<file path="src/rtl/mak8_display_pkg.sv">
// Shared definitions for the display datapath.
// Contents:
//   b2b_state_t        - state encoding of the binary-to-BCD converter FSM
//   BCD_DIGITS_DEFAULT - default number of BCD digits driven to the display
//   BCD_NINES          - all-nines pattern for an 8-digit display
//   bcd_max_value()    - largest value representable in a given number of decimal digits
package mak8_display_pkg;

    typedef enum logic {
        IDLE  = 1'b0,
        SHIFT = 1'b1
    } b2b_state_t;

    localparam int          BCD_DIGITS_DEFAULT = 8;
    localparam logic [31:0] BCD_NINES          = 32'h9999_9999;

    // 10^digits - 1, evaluated at elaboration time. 64 bits covers up to 19 digits.
    function automatic logic [63:0] bcd_max_value(input int digits);
        logic [63:0] v;
        v = 64'd1;
        for (int i = 0; i < digits; i++) begin
            v = v * 64'd10;
        end
        return v - 64'd1;
    endfunction

endpackage

</file>
<file path="src/rtl/bcd_dabble_adjust.sv">
// Double-dabble digit correction for a single BCD nibble.
// Ports:
//   nibble_i - current BCD digit (4 bits)
//   nibble_o - nibble_i + 3 when nibble_i >= 5, otherwise nibble_i unchanged
// The +3 is a plain 4-bit add; no carry leaves the nibble.
module bcd_dabble_adjust (
    input  logic [3:0] nibble_i,
    output logic [3:0] nibble_o
);

    assign nibble_o = (nibble_i >= 4'd5) ? (nibble_i + 4'd3) : nibble_i;

endmodule

</file>
<file path="src/rtl/bin_to_bcd_converter.sv">
// Sequential double-dabble binary-to-BCD converter, one shift per clock.
// Holds the last completed result on bcd_out so the display never sees
// intermediate conversion values.
// Ports:
//   clk      - system clock
//   rst      - asynchronous reset, active-high
//   start    - conversion request, sampled only in IDLE
//   bin_in   - unsigned binary value, captured on the accepted start edge
//   busy     - high while a conversion is running (state != IDLE)
//   done     - one-cycle pulse when bcd_out/overflow have just been updated
//   overflow - last result did not fit in BCD_DIGITS digits and was saturated
//   bcd_out  - packed BCD result, digit 0 in bits [3:0]
//
// Handshake: start is a request without a ready/ack; it is taken on any clock
// edge where busy is low, and ignored (not queued) while busy is high. done
// marks the single cycle in which a new result is first visible; since the
// block is already idle in that cycle, start may be held high for
// back-to-back conversions every BIN_WIDTH+1 cycles.
module bin_to_bcd_converter
    import mak8_display_pkg::*;
#(
    parameter int BIN_WIDTH  = 27,
    parameter int BCD_DIGITS = BCD_DIGITS_DEFAULT
) (
    input  logic                    clk,
    input  logic                    rst,
    input  logic                    start,
    input  logic [BIN_WIDTH-1:0]    bin_in,
    output logic                    busy,
    output logic                    done,
    output logic                    overflow,
    output logic [4*BCD_DIGITS-1:0] bcd_out
);

    localparam int          BCD_W  = 4 * BCD_DIGITS;
    localparam int          CNT_W  = $clog2(BIN_WIDTH + 1);
    localparam logic [63:0] BCD_MAX = bcd_max_value(BCD_DIGITS);

    b2b_state_t             state_q, state_d;
    logic [CNT_W-1:0]       cnt_q, cnt_d;
    logic [BIN_WIDTH-1:0]   bin_q, bin_d;
    logic [BCD_W-1:0]       scratch_q, scratch_d;
    logic                   ovf_pend_q, ovf_pend_d;
    logic [BCD_W-1:0]       bcd_q, bcd_d;
    logic                   ovf_q, ovf_d;
    logic                   done_q, done_d;

    logic [BCD_W-1:0]       adjusted;
    logic [BCD_W-1:0]       shifted;
    logic                   in_overflow;

    // Per-digit +3 correction applied before every shift.
    for (genvar g = 0; g < BCD_DIGITS; g++) begin : g_adjust
        bcd_dabble_adjust u_adjust (
            .nibble_i (scratch_q[4*g +: 4]),
            .nibble_o (adjusted[4*g +: 4])
        );
    end

    // {scratch, binary} shifted left by one; the scratch MSB falls off the top,
    // which only ever carries information for out-of-range inputs.
    assign shifted = (adjusted << 1) | {{(BCD_W-1){1'b0}}, bin_q[BIN_WIDTH-1]};

    assign in_overflow = ({{(64-BIN_WIDTH){1'b0}}, bin_in} > BCD_MAX);

    always_comb begin
        state_d    = state_q;
        cnt_d      = cnt_q;
        bin_d      = bin_q;
        scratch_d  = scratch_q;
        ovf_pend_d = ovf_pend_q;
        bcd_d      = bcd_q;
        ovf_d      = ovf_q;
        done_d     = 1'b0;

        case (state_q)
            IDLE: begin
                if (start) begin
                    bin_d      = bin_in;
                    scratch_d  = '0;
                    cnt_d      = CNT_W'(BIN_WIDTH);
                    ovf_pend_d = in_overflow;
                    state_d    = SHIFT;
                end
            end
            SHIFT: begin
                scratch_d = shifted;
                bin_d     = bin_q << 1;
                cnt_d     = cnt_q - CNT_W'(1);
                if (cnt_q == CNT_W'(1)) begin
                    bcd_d   = ovf_pend_q ? {BCD_DIGITS{4'h9}} : shifted;
                    ovf_d   = ovf_pend_q;
                    done_d  = 1'b1;
                    state_d = IDLE;
                end
            end
            default: begin
                state_d = IDLE;
            end
        endcase
    end

    always_ff @(posedge clk or posedge rst) begin
        if (rst) begin
            state_q    <= IDLE;
            cnt_q      <= '0;
            bin_q      <= '0;
            scratch_q  <= '0;
            ovf_pend_q <= 1'b0;
            bcd_q      <= '0;
            ovf_q      <= 1'b0;
            done_q     <= 1'b0;
        end else begin
            state_q    <= state_d;
            cnt_q      <= cnt_d;
            bin_q      <= bin_d;
            scratch_q  <= scratch_d;
            ovf_pend_q <= ovf_pend_d;
            bcd_q      <= bcd_d;
            ovf_q      <= ovf_d;
            done_q     <= done_d;
        end
    end

    assign busy     = (state_q != IDLE);
    assign done     = done_q;
    assign overflow = ovf_q;
    assign bcd_out  = bcd_q;

endmodule

</file>
<file path="config.mk">
export PLATFORM = sky130hd
export DESIGN_NAME = bin_to_bcd_converter
export DESIGN_NICKNAME = d
export VERILOG_FILES = /design/src/rtl/mak8_display_pkg.sv /design/src/rtl/bcd_dabble_adjust.sv /design/src/rtl/bin_to_bcd_converter.sv
export SDC_FILE = /design/constraint.sdc
export NUM_CORES = 1
export LEC_CHECK = 0
export ABC_AREA = 1
export CORE_MARGIN = 2
export CORE_UTILIZATION = 55
export CTS_CLUSTER_SIZE = 14
export DETAILED_ROUTE_END_ITERATION = 10
export PLACE_DENSITY = 0.8
export SYNTH_ARGS = -nofsm -noshare
export SYNTH_HDL_FRONTEND = slang
export SYNTH_SLANG_ARGS = --single-unit
export TNS_END_PERCENT = 30
</file>
<file path="constraint.sdc">
create_clock -name clk -period 4.5 [get_ports clk]
set_input_delay 0.9 -clock clk [delete_from_list [all_inputs] [get_ports clk]]
set_output_delay 0.9 -clock clk [all_outputs]
set_load 0.05 [all_outputs]
</file>
# --- Word-level counts from Yosys, hierarchy flattened ---
# Cells that the tools add are included.
word_totals:
  ff_bits: 100
  inputBits: 30
  output_inout_bits: 35
  elab_cells: 52
op_classes:
  add_sub_neg: 9
  order_cmp: 9
  eq_ne: 2
  muxes: 20
  bitwise_logic: 2
  reduce_logical: 2
ops:
  columns: ["op", "count"]
  rows:
  - ["32-bit 2-to-1 mux", 2]
  - ["32-bit one-hot mux with 2 select lines", 1]
  - ["27-bit one-hot mux with 2 select lines", 1]
  - ["4-bit by 3-bit greater-or-equal comparator with 1-bit output (second input constant)", 8]
  - ["32-bit by 1-bit OR with 32-bit output", 1]
  - ["4-bit by 2-bit adder with 4-bit output (second input constant)", 7]
  - ["4-bit 2-to-1 mux", 7]
  - ["27-bit greater-than comparator (second input constant)", 1]
  - ["27-bit 2-to-1 mux", 1]
  - ["5-bit one-hot mux with 2 select lines", 1]
  - ["5-bit by 1-bit == test with 1-bit output (second input constant)", 1]
  - ["5-bit 2-to-1 mux", 1]
  - ["5-bit by 1-bit subtractor with 5-bit output (second input constant)", 1]
  - ["1-bit 2-to-1 mux", 4]
  - ["2-bit AND reduction", 2]
  - ["3-bit by 2-bit adder with 3-bit output (second input constant)", 1]
  - ["3-bit 2-to-1 mux", 1]
  - ["2-bit inequality test (second input constant)", 1]
  - ["1-bit one-hot mux with 2 select lines", 1]
  - ["1-bit inverter", 1]

# --- Logic depth before layout (Yosys ltp) ---
# Gate-level depths: netlist of run 1.
depth:
  word_depth: 4
  ltp_mapped: 9
  depth_no_buf: 9

# --- By module ---
# A second synthesis of run 1 with hierarchy kept.
hier_totals:
  cells_unflattened: 661
  area_unflattened_um2: 5298.8
modules_own_cells:
  columns: ["module", "instances", "cells_each", "area_each_um2", "seq_area_each_um2"]
  rows:
  - ["bin_to_bcd_converter", 1, 477, 4217.8, 2502.4]
  - ["bcd_dabble_adjust", 8, 23, 135.1, 0.0]

# --- Worst setup path after synthesis of run 1 ---
# OpenSTA, ideal clock, no wires.
synth_timing:
  kind: "input to register"
  from: "input port start"
  to: "register cnt_q[1]"
  setup_ns: 0.145
  arrival_ns: 1.576
  required_time_ns: 4.355
  setup_slack_ns: 2.779
  stages: 4
  path_buffers: 2
  path_cell_list: "nor2_1 -> buf_2 -> buf_1 -> a22oi_1"
synth_via:
  elab_chain_cells: 1
synth_lines:
  columns: ["item", "line_no", "rtl"]
  rows:
  - ["from (decl)", "bin_to_bcd_converter.sv:27", "input logic start,"]
  - ["2-bit inequality test (no source line)", null, null]
  - ["to (signal assigned)", "bin_to_bcd_converter.sv:115", "cnt_q <= cnt_d;"]
  - ["to (decl)", "bin_to_bcd_converter.sv:40", "logic [CNT_W-1:0] cnt_q, cnt_d;"]
# No other way between the ends.
# A chain may end at the register's enable or synchronous reset.

# --- Worst setup path after layout of run 1 ---
layout_timing:
  from: "register state_q (netlist: busy)"
  to: "output port busy"
layout_rtl:
  columns: ["item", "line_no", "rtl"]
  rows:
  - ["from (decl)", "bin_to_bcd_converter.sv:39", "b2b_state_t state_q, state_d;"]
  - ["from (signal assigned)", "bin_to_bcd_converter.sv:114", "state_q <= state_d;"]
  - ["to (decl)", "bin_to_bcd_converter.sv:29", "output logic busy,"]
# No word-level cell between the ends.

==> out/summary.md, run 1 <==
The run finished with clean final reports. Routability-driven placement finished with a final weighted congestion of 0.834. The element type at the critical path start was a flop.

For this design the static power due to leakage is 2.69 nW. Dividing total power by cell area gives a power density of 793 mW/mm^2. The tools report the global-route total usage across every layer as 23.4%.

On the worst path, the slowest cell contributes a delay of 0.88 ns. TritonCTS built the clock tree. The tools report the initial antenna violation count as 0. In the synthesized netlist, mux cells make up 0% of the area. For this design, the slowest cell found on the critical path is sky130_fd_sc_hd__clkdlybuf4s50_1. For the number of instances resized during post-cts repair, the log shows 0. The internal power is 2.36 mW, and the area of the core is 0.00826 mm^2.

Number of max-slew violations in the final report: 0. Once detailed placement completed, the half-perimeter wirelength came to 6910 um. The post-synthesis compound-gate area fraction was 12.5%.

For this run, the number of Yosys warnings is 0. The number of global-route vias before repair was 3808; the number of inserted diodes was 0. After detailed routing, the average wire length per cell comes to 14.1 um. Power comes to 4.45 mW.

The first global-routing pass estimated 16900 um of wire. Maximum level of the CTS H-tree: 3. Layout net count: 659. The initial utilization of the core area, before any placement, comes to 56.9%. The post-route netlist has 4.07% of its cells at a drive strength greater than 1. The clock net in this run drives a total of 100 sinks. STA puts the critical path data arrival time at 1.91 ns.

The die covers 0.00930 mm^2. The instance area at placement was 0.00542 mm^2. After synthesis, the netlist uses 27 different library cells. Net switching is 46.9% of the power. Along the worst path, the maximum fanout reaches 33. The floorplan has 33 rows. For the pin with the worst max-slew slack, the measured transition is 1.11 ns. The tools report the share of total power in the clock network as 12.8%. Class of the tightest hold or removal check: flop to flop. Across all layers, the routed design uses 3945 vias.

For this design the top-level I/O count stands at 65. The finished cells cover 0.00561 mm^2. Number of vias per cell after detailed routing: 5.48. The logs give 0 for the number of failing hold endpoints at the final stage and 0 for the count of maximum capacitance violations. The logs give 0 for the global route total overflow and 0 ns for the aggregate negative setup slack. The tools report the worst endpoint required time as 3.60 ns.

The logs give 53.2% for the part of the Yosys area used for sequential elements and 35.4% for the sequential share of power. Setup repair after global routing left no endpoint under its margin. In this run the tightest slew margin relative to its limit is 25.8%.

The netlist area before placement came out at 0.00470 mm^2. Timing would allow up to 0.356 GHz. Entering global routing, the biggest net connects 76 pins. CTS placed an instance of sky130_fd_sc_hd__clkbuf_8 at the clock tree root. In the routed design, unresolved DRC markers number 0. The total length of routed wires came out at 10200 um. The count of buffers inserted at the top-level ports was 64; the combined buffer and inverter count along the critical path was 2. The setup-violating endpoint count in the final report was 0; the first-pass detailed-route iteration total was 5. The clock edge transition at the registers on the reported setup and hold paths works out to 0.09 ns.

Synthesized-area fraction occupied by adder cells: 4.79%. Traced cell by cell, the critical path runs through buf_4 -> clkdlybuf4s50_1. Synthesis inferred 100 register bits. In this run the post-CTS setup repair buffer count came out at 0. In this run the remaining antenna-violating nets after routing total 0. The run gives 2 as the maximum buffer depth of the clock tree. The tools report the endpoint kind of the worst setup timing path as a primary output. Post-synth net total: 599. The clock latency of the later-clocked register in the worst-skew pair was 0.36 ns. Relative to the synthesized area, the layout overhead comes to 19.3%. The number of buffers inserted by hold repair at cts is 0. The post-route clock skew was 0.0147 ns. Largest vdd supply drop: 0.246 mV. The combinational family with the most area after synthesis is simple AND/OR/NAND/NOR gates. The total clock buffers created by CTS was 9; the power spent charging and discharging nets was 2.08 mW.

The number of instances in the synthesized netlist was 551; the width of the die was 96.5 um. Simple-gate area share of the yosys netlist: 19.6%. The critical path is of the flop to primary output type. Minimum clock period after layout: 2.81 ns. On the critical path the largest part of the delay comes from buffers and inverters. The fraction of synthesized cell area in xor and xnor cells works out to 2.79%. The period utilization was 62.4%; the overall die height was 96.5 um. A synthesized cell averages 8.53 um^2.

For this block, the initial DRC count from the detailed router was 227. The share of total power dissipated in combinational logic is 51.8%.
## power by group through the flow
stage | Combinational, mW | Clock [mW] | Sequential, mW
detailed placement | 2.29 | 0 | 1.59
global route | 2.55 | 0.615 | 1.63
CTS | 2.31 | 0.579 | 1.57
floorplan | 1.18 | 0 | 2.03
finish | 2.30 | 0.567 | 1.57
global placement | 2.20 | 0 | 1.57
## state kept, by name, summed over array words and instances, names as in the netlist
name,flops
scratch_q,32
busy,1
bcd_out,32
overflow,1
bin_q,27
cnt_q,5
done,1
ovf_pend_q,1
## per-layer routing
metal | GRT usage [%] | vias up | routed length, um
met1 | 29.8 | 1898 | 4430
met3 | 4.11 | 12 | 601
met2 | 40.0 | 129 | 4990
met5 | 0 | - | 0
met4 | 9.15 | 0 | 144
li1 | - | 1906 | -
## final timing paths
check	startpoint	to	slack, ns	cells after the start
max in group asynchronous	rst	bcd_out[17]	2.66	3
hold reg to reg	bin_q[25]	bin_q[26]	0.50	2
hold / removal	bin_q[25]	bin_q[26]	0.50	2
setup reg to reg	busy	bcd_out[26]	1.73	7
setup / recovery	busy	busy	1.69	2
min in group asynchronous	rst	bin_q[20]	1.05	2
## worst reg2reg max path, cell delays in order, from the launching register on
cell and delay (ns):
sky130_fd_sc_hd__dfrtp_1 0.34, sky130_fd_sc_hd__buf_4 0.32, sky130_fd_sc_hd__inv_2 0.37, sky130_fd_sc_hd__nor2_2 0.19, sky130_fd_sc_hd__nand3_2 0.38, sky130_fd_sc_hd__nor2_4 0.57, sky130_fd_sc_hd__inv_2 0.27, sky130_fd_sc_hd__o21ai_0 0.25
## layout make-up
| cell class | count | area (um^2) |
|---|---|---|
| Sequential cell | 100 | 2500 |
| Inverter | 66 | 250 |
| Clock inverter | 6 | 65.1 |
| Multi-Input combinational cell | 366 | 1870 |
| Fill cell | 678 | 2650 |
| Tap cell | 105 | 131 |
| Clock buffer | 9 | 124 |
| Timing Repair Buffer | 68 | 671 |
## layout by cell type (no fill, tap or decap), types with 2 or more instances in the layout
cell type / synthesis / final
sky130_fd_sc_hd__a21oi_1: 10 / 10
sky130_fd_sc_hd__buf_4: 1 / 4
sky130_fd_sc_hd__clkbuf_8: 0 / 9
sky130_fd_sc_hd__clkdlybuf4s50_1: 0 / 64
sky130_fd_sc_hd__clkinv_2: 0 / 2
sky130_fd_sc_hd__dfrtp_1: 100 / 100
sky130_fd_sc_hd__ha_1: 18 / 18
sky130_fd_sc_hd__inv_1: 63 / 62
sky130_fd_sc_hd__inv_2: 2 / 2
sky130_fd_sc_hd__nand2_1: 161 / 161
sky130_fd_sc_hd__nand3_1: 33 / 33
sky130_fd_sc_hd__nand4_1: 2 / 2
sky130_fd_sc_hd__nor2_1: 30 / 30
sky130_fd_sc_hd__o211ai_1: 6 / 6
sky130_fd_sc_hd__o21ai_0: 42 / 42
sky130_fd_sc_hd__o21ai_1: 10 / 10
sky130_fd_sc_hd__o22ai_1: 32 / 32
sky130_fd_sc_hd__xor2_1: 15 / 15
## cell usage after synthesis
| master | instances | area [um^2] |
|---|---|---|
| sky130_fd_sc_hd__inv_1 | 63 | 236 |
| sky130_fd_sc_hd__a21oi_1 | 10 | 50.1 |
| sky130_fd_sc_hd__nor2_2 | 1 | 6.26 |
| sky130_fd_sc_hd__nand4_1 | 2 | 12.5 |
| sky130_fd_sc_hd__buf_2 | 2 | 10.0 |
| sky130_fd_sc_hd__a21boi_0 | 1 | 7.51 |
| sky130_fd_sc_hd__buf_4 | 1 | 7.51 |
| sky130_fd_sc_hd__clkbuf_1 | 11 | 41.3 |
| sky130_fd_sc_hd__a22o_1 | 1 | 8.76 |
| sky130_fd_sc_hd__a22oi_1 | 1 | 7.51 |
| sky130_fd_sc_hd__dfrtp_1 | 100 | 2500 |
| sky130_fd_sc_hd__o21ai_0 | 42 | 210 |
| sky130_fd_sc_hd__buf_1 | 4 | 15.0 |
| sky130_fd_sc_hd__o221ai_1 | 1 | 8.76 |
| sky130_fd_sc_hd__nor2_1 | 30 | 113 |
| sky130_fd_sc_hd__o21ai_1 | 10 | 50.1 |
| sky130_fd_sc_hd__buf_6 | 1 | 11.3 |
| sky130_fd_sc_hd__o211ai_1 | 6 | 45.0 |
| sky130_fd_sc_hd__clkinv_1 | 1 | 3.75 |
| sky130_fd_sc_hd__o22ai_1 | 32 | 200 |
| sky130_fd_sc_hd__nor2_4 | 1 | 11.3 |
| sky130_fd_sc_hd__xor2_1 | 15 | 131 |
| sky130_fd_sc_hd__inv_2 | 2 | 7.51 |
| sky130_fd_sc_hd__nand2_1 | 161 | 604 |
| sky130_fd_sc_hd__ha_1 | 18 | 225 |
| sky130_fd_sc_hd__nand3_1 | 33 | 165 |
| sky130_fd_sc_hd__nand3_2 | 1 | 10.0 |
## per-stage QoR
| stage | worst slack [ns] | utilization [%] | std cells | hold WS, ns |
|---|---|---|---|---|
| after floorplan | 0.981 | - | 551 | 0.453 |
| after global placement | 1.64 | 65.7 | 705 | 0.467 |
| after detailed placement | 1.62 | 65.7 | 705 | 0.466 |
| after CTS | 1.65 | 67.9 | 720 | 0.491 |
| after global routing | 1.40 | 67.9 | 720 | 0.523 |
| final | 1.69 | 67.9 | 720 | 0.496 |
## cell families (layout without fill, tap and decap cells)
logic type | count (synthesis) | in the layout
AO/OA/AOI/OAI | 104 | 104
XOR/XNOR | 15 | 15
adder cells (fa/ha/maj) | 18 | 18
buffers and inverters | 85 | 149
flip-flops | 100 | 100
AND/OR/NAND/NOR | 229 | 229
No activity file was read; power rests on OpenSTA's default activity.
==> inputs of run 2 (changes only) <==
- clock period: 4.5 -> 2.8 ns (I/O delays scaled with it)
==> run 2 against run 1 <==
Against the previous run:
- register-to-register slack worse by 1.2 ns
- core utilization rose by 1.3 points
- die area did not move
- critical endpoint unchanged
- largest cell class unchanged
- largest power group unchanged
- highest routed layer unchanged
==> out/summary.md, run 2 (synthesis gave the netlist of run 1 again) <==
The flow ran to the end, and the final reports show no timing, DRC or antenna violations. Internal power: 4.09 mW (was 2.36 mW). The run gives 4 (was 5) as the first-pass detailed-route iteration total.

The tools report the worst slack after detailed placement as 0.551 ns (was 1.62 ns). Master of the slowest instance on the critical path: sky130_fd_sc_hd__clkdlybuf4s50_1 (unchanged). The maximum level of the CTS H-tree is 3 (unchanged), and the area growth from synthesis to layout is 21.5% (was 19.3%).

The clock latency of the later-clocked register in the worst-skew pair is 0.36 ns (about the same), and the width of the die is 96.5 um (unchanged). Number of rows in the core area: 33 (unchanged). The hold path depth works out to 1 (was 2). The effective utilization at floorplan came out at 56.9% (unchanged).

Total number of vias: 3870 (was 3945). Commonest cells after routing, fill and taps aside: sky130_fd_sc_hd__nand2_1 (161), sky130_fd_sc_hd__dfrtp_1 (100), sky130_fd_sc_hd__clkdlybuf4s50_1 (64) (unchanged). For the aggregate negative setup slack, the log shows 0 ns (unchanged).

The setup-violating endpoint count in the final report was 0 (unchanged). The peak fanout along the critical path is 14 (was 33), and the leakage power is 2.73 nW (was 2.69 nW). For the layout net count, the log shows 661 (was 659).

The number of max-slew violations in the final report is 0 (unchanged), and the number of inserted diodes is 0 (unchanged). The logs give 6930 um (was 6910 um) for the HPWL after detailed placement and 65 (unchanged) for the I/O pin count. The headroom to the max-slew limit was 58.9% (was 25.8%); the wire length per cell after detailed routing was 14.1 um (about the same). Fraction of power spent switching nets: 45.3% (was 46.9%). Setup repair after global routing left no endpoint under its margin.

Endpoint kind of the worst setup timing path: a primary output (unchanged). The run gives 7.47 mW (was 4.45 mW) as the total power after layout. The cell family with the largest share of critical-path delay was buffers and inverters (unchanged). The DRC marker count from the first detailed-route iteration is 237 (was 227). The tools report the start of the worst register-to-register path as busy (unchanged). The number of global-route vias before repair came out at 3767 (was 3808). The number of instances resized during post-cts repair was 0 (unchanged).

The depth of the most critical reg-to-reg path was 6 (was 7). The critical setup path kind is flop to primary output (unchanged). The area of the core is 0.00826 mm^2 (unchanged), and the die area is 0.00930 mm^2 (unchanged).

The worst setup margin was 0.300 ns (was 1.69 ns); the sequential share of power was 34.0% (was 35.4%). Worst endpoint required time: 2.24 ns (was 3.60 ns). TritonCTS built the clock tree. The logs give 9 (unchanged) for the total clock buffers created by CTS and 15.9% (was 12.8%) for the share of total power in the clock network. The power spent charging and discharging nets was 3.38 mW (was 2.08 mW); the post-route clock skew was 0.0108 ns (was 0.0147 ns). The logs give 0 (unchanged) for the global route total overflow and 0.826 (was 0.834) for the final RePlAce weighted congestion. Ratio of cells with drive above 1 in the final layout: 4.37% (was 4.07%). The post-CTS setup buffer count was 0 (unchanged). Worst-path cell chain: clkdlybuf4s50_1 (was buf_4 -> clkdlybuf4s50_1). The count of buffers inserted at the top-level ports was 64 (unchanged).

The worst-case register-to-register setup slack came out at 0.52 ns (was 1.73 ns). The data arrival time of the worst path came out at 1.94 ns (was 1.91 ns). The number of buffers inserted by hold repair at cts is 0 (unchanged).

For the total length of routed wires, the log shows 10200 um (about the same). The class of the tightest hold or removal check is flop to flop (unchanged). The clock edge transition at the registers on the reported setup and hold paths came out at 0.09 ns (about the same). The run gives 0 (unchanged) as the detailed-route DRC error count.

The tools report the clock sink count as 100 (unchanged). The number of vias per cell after detailed routing came out at 5.35 (was 5.48). Hold path startpoint: cnt_q[3] (was bin_q[25]). Number of failing hold endpoints at the final stage: 0 (unchanged). The initial antenna violation count is 0 (unchanged). Global-route wire length before repair: 16900 um (about the same). The tools report the element type at the critical path start as a flop (unchanged). The run gives 23.4% (about the same) as the global-route total usage across every layer. For the achievable clock frequency, the log shows 0.400 GHz. The worst stage delay on the critical path came out at 0.93 ns (was 0.88 ns). For the final cell count without fillers, the log shows 723 (was 720). The tools report the largest vdd supply drop as 0.416 mV (was 0.246 mV).

The most frequent standard cell in the layout excluding fill and tap cells was sky130_fd_sc_hd__nand2_1 (unchanged). After layout, the minimum clock period comes to 2.50 ns. The tools report the endpoint of the worst register-to-register path as cnt_q[3] (was bcd_out[26]).

The power per cell area was 1310 mW/mm^2 (was 793 mW/mm^2); the period utilization was 89.3%. Cell total after placement: 707 (was 705). The clock tree root buffer cell was sky130_fd_sc_hd__clkbuf_8 (unchanged). The filler cell count in the final layout was 659 (was 678); the count of maximum capacitance violations was 0 (unchanged).

The combinational power share was 50.1% (was 51.8%); the combined buffer and inverter count along the critical path was 1 (was 2). The maximum buffer depth of the clock tree was 2 (unchanged); the largest net degree at the start of global routing was 86 (was 76). The transition time of the tightest slew-check pin came out at 0.617 ns (was 1.11 ns).

The run gives 0 (unchanged) as the count of antenna-violating nets left after detailed routing. The overall die height works out to 96.5 um (unchanged). The tools report the worst hold endpoint as cnt_q[3] (was bin_q[26]).
[run 2: worst max path at each step]
stage,startpoint,endpoint,slack [ns],cells after the start
finish,busy,busy,0.30,1
global route,busy,busy,0.23,1
CTS,busy,busy,0.28,1
detailed placement,busy,cnt_q[4],0.55,6
global placement,busy,cnt_q[3],0.61,6
floorplan,rst,bcd_out[0],1.05,1
[run 2: stage by stage]
stage / cell area (um^2) / util (%) / hold WS (ns)
3_3_place_gp: 5450 / 66.0 / 0.472
3_5_place_dp: 5450 / 66.0 / 0.480
5_1_grt: 5710 / 69.2 / 0.515
2_1_floorplan: 4710 / - / 0.453
4_1_cts: 5710 / 69.2 / 0.492
6_report: 5710 / 69.2 / 0.490
[run 2: power by group through the flow]
stage / registers (mW) / logic, mW / clock network (mW)
2_1_floorplan: 3.26 / 1.90 / 0
3_3_place_gp: 2.53 / 3.55 / 0
3_5_place_dp: 2.56 / 3.70 / 0
4_1_cts: 2.54 / 3.74 / 1.20
5_1_grt: 2.62 / 4.12 / 1.25
6_report: 2.54 / 3.74 / 1.19
[run 2: routing by layer]
layer / wire length, um / part of all wire [%] / global-route usage (%)
met1: 4570 / 45 / 29.9
met2: 5040 / 49 / 40.1
met3: 478 / 4.7 / 3.80
met4: 136 / 1.3 / 9.39
met5: 0 / 0 / 0
[run 2: area by class of cell]
cell class	instances	area [um^2]	area share [%]
clock inverters	6	136	2.39
inverters	66	251	4.40
flip-flops and latches	100	2500	43.8
well taps	105	131	2.30
repair buffers	70	698	12.2
clock buffers	10	128	2.23
multi-input cells	366	1870	32.7
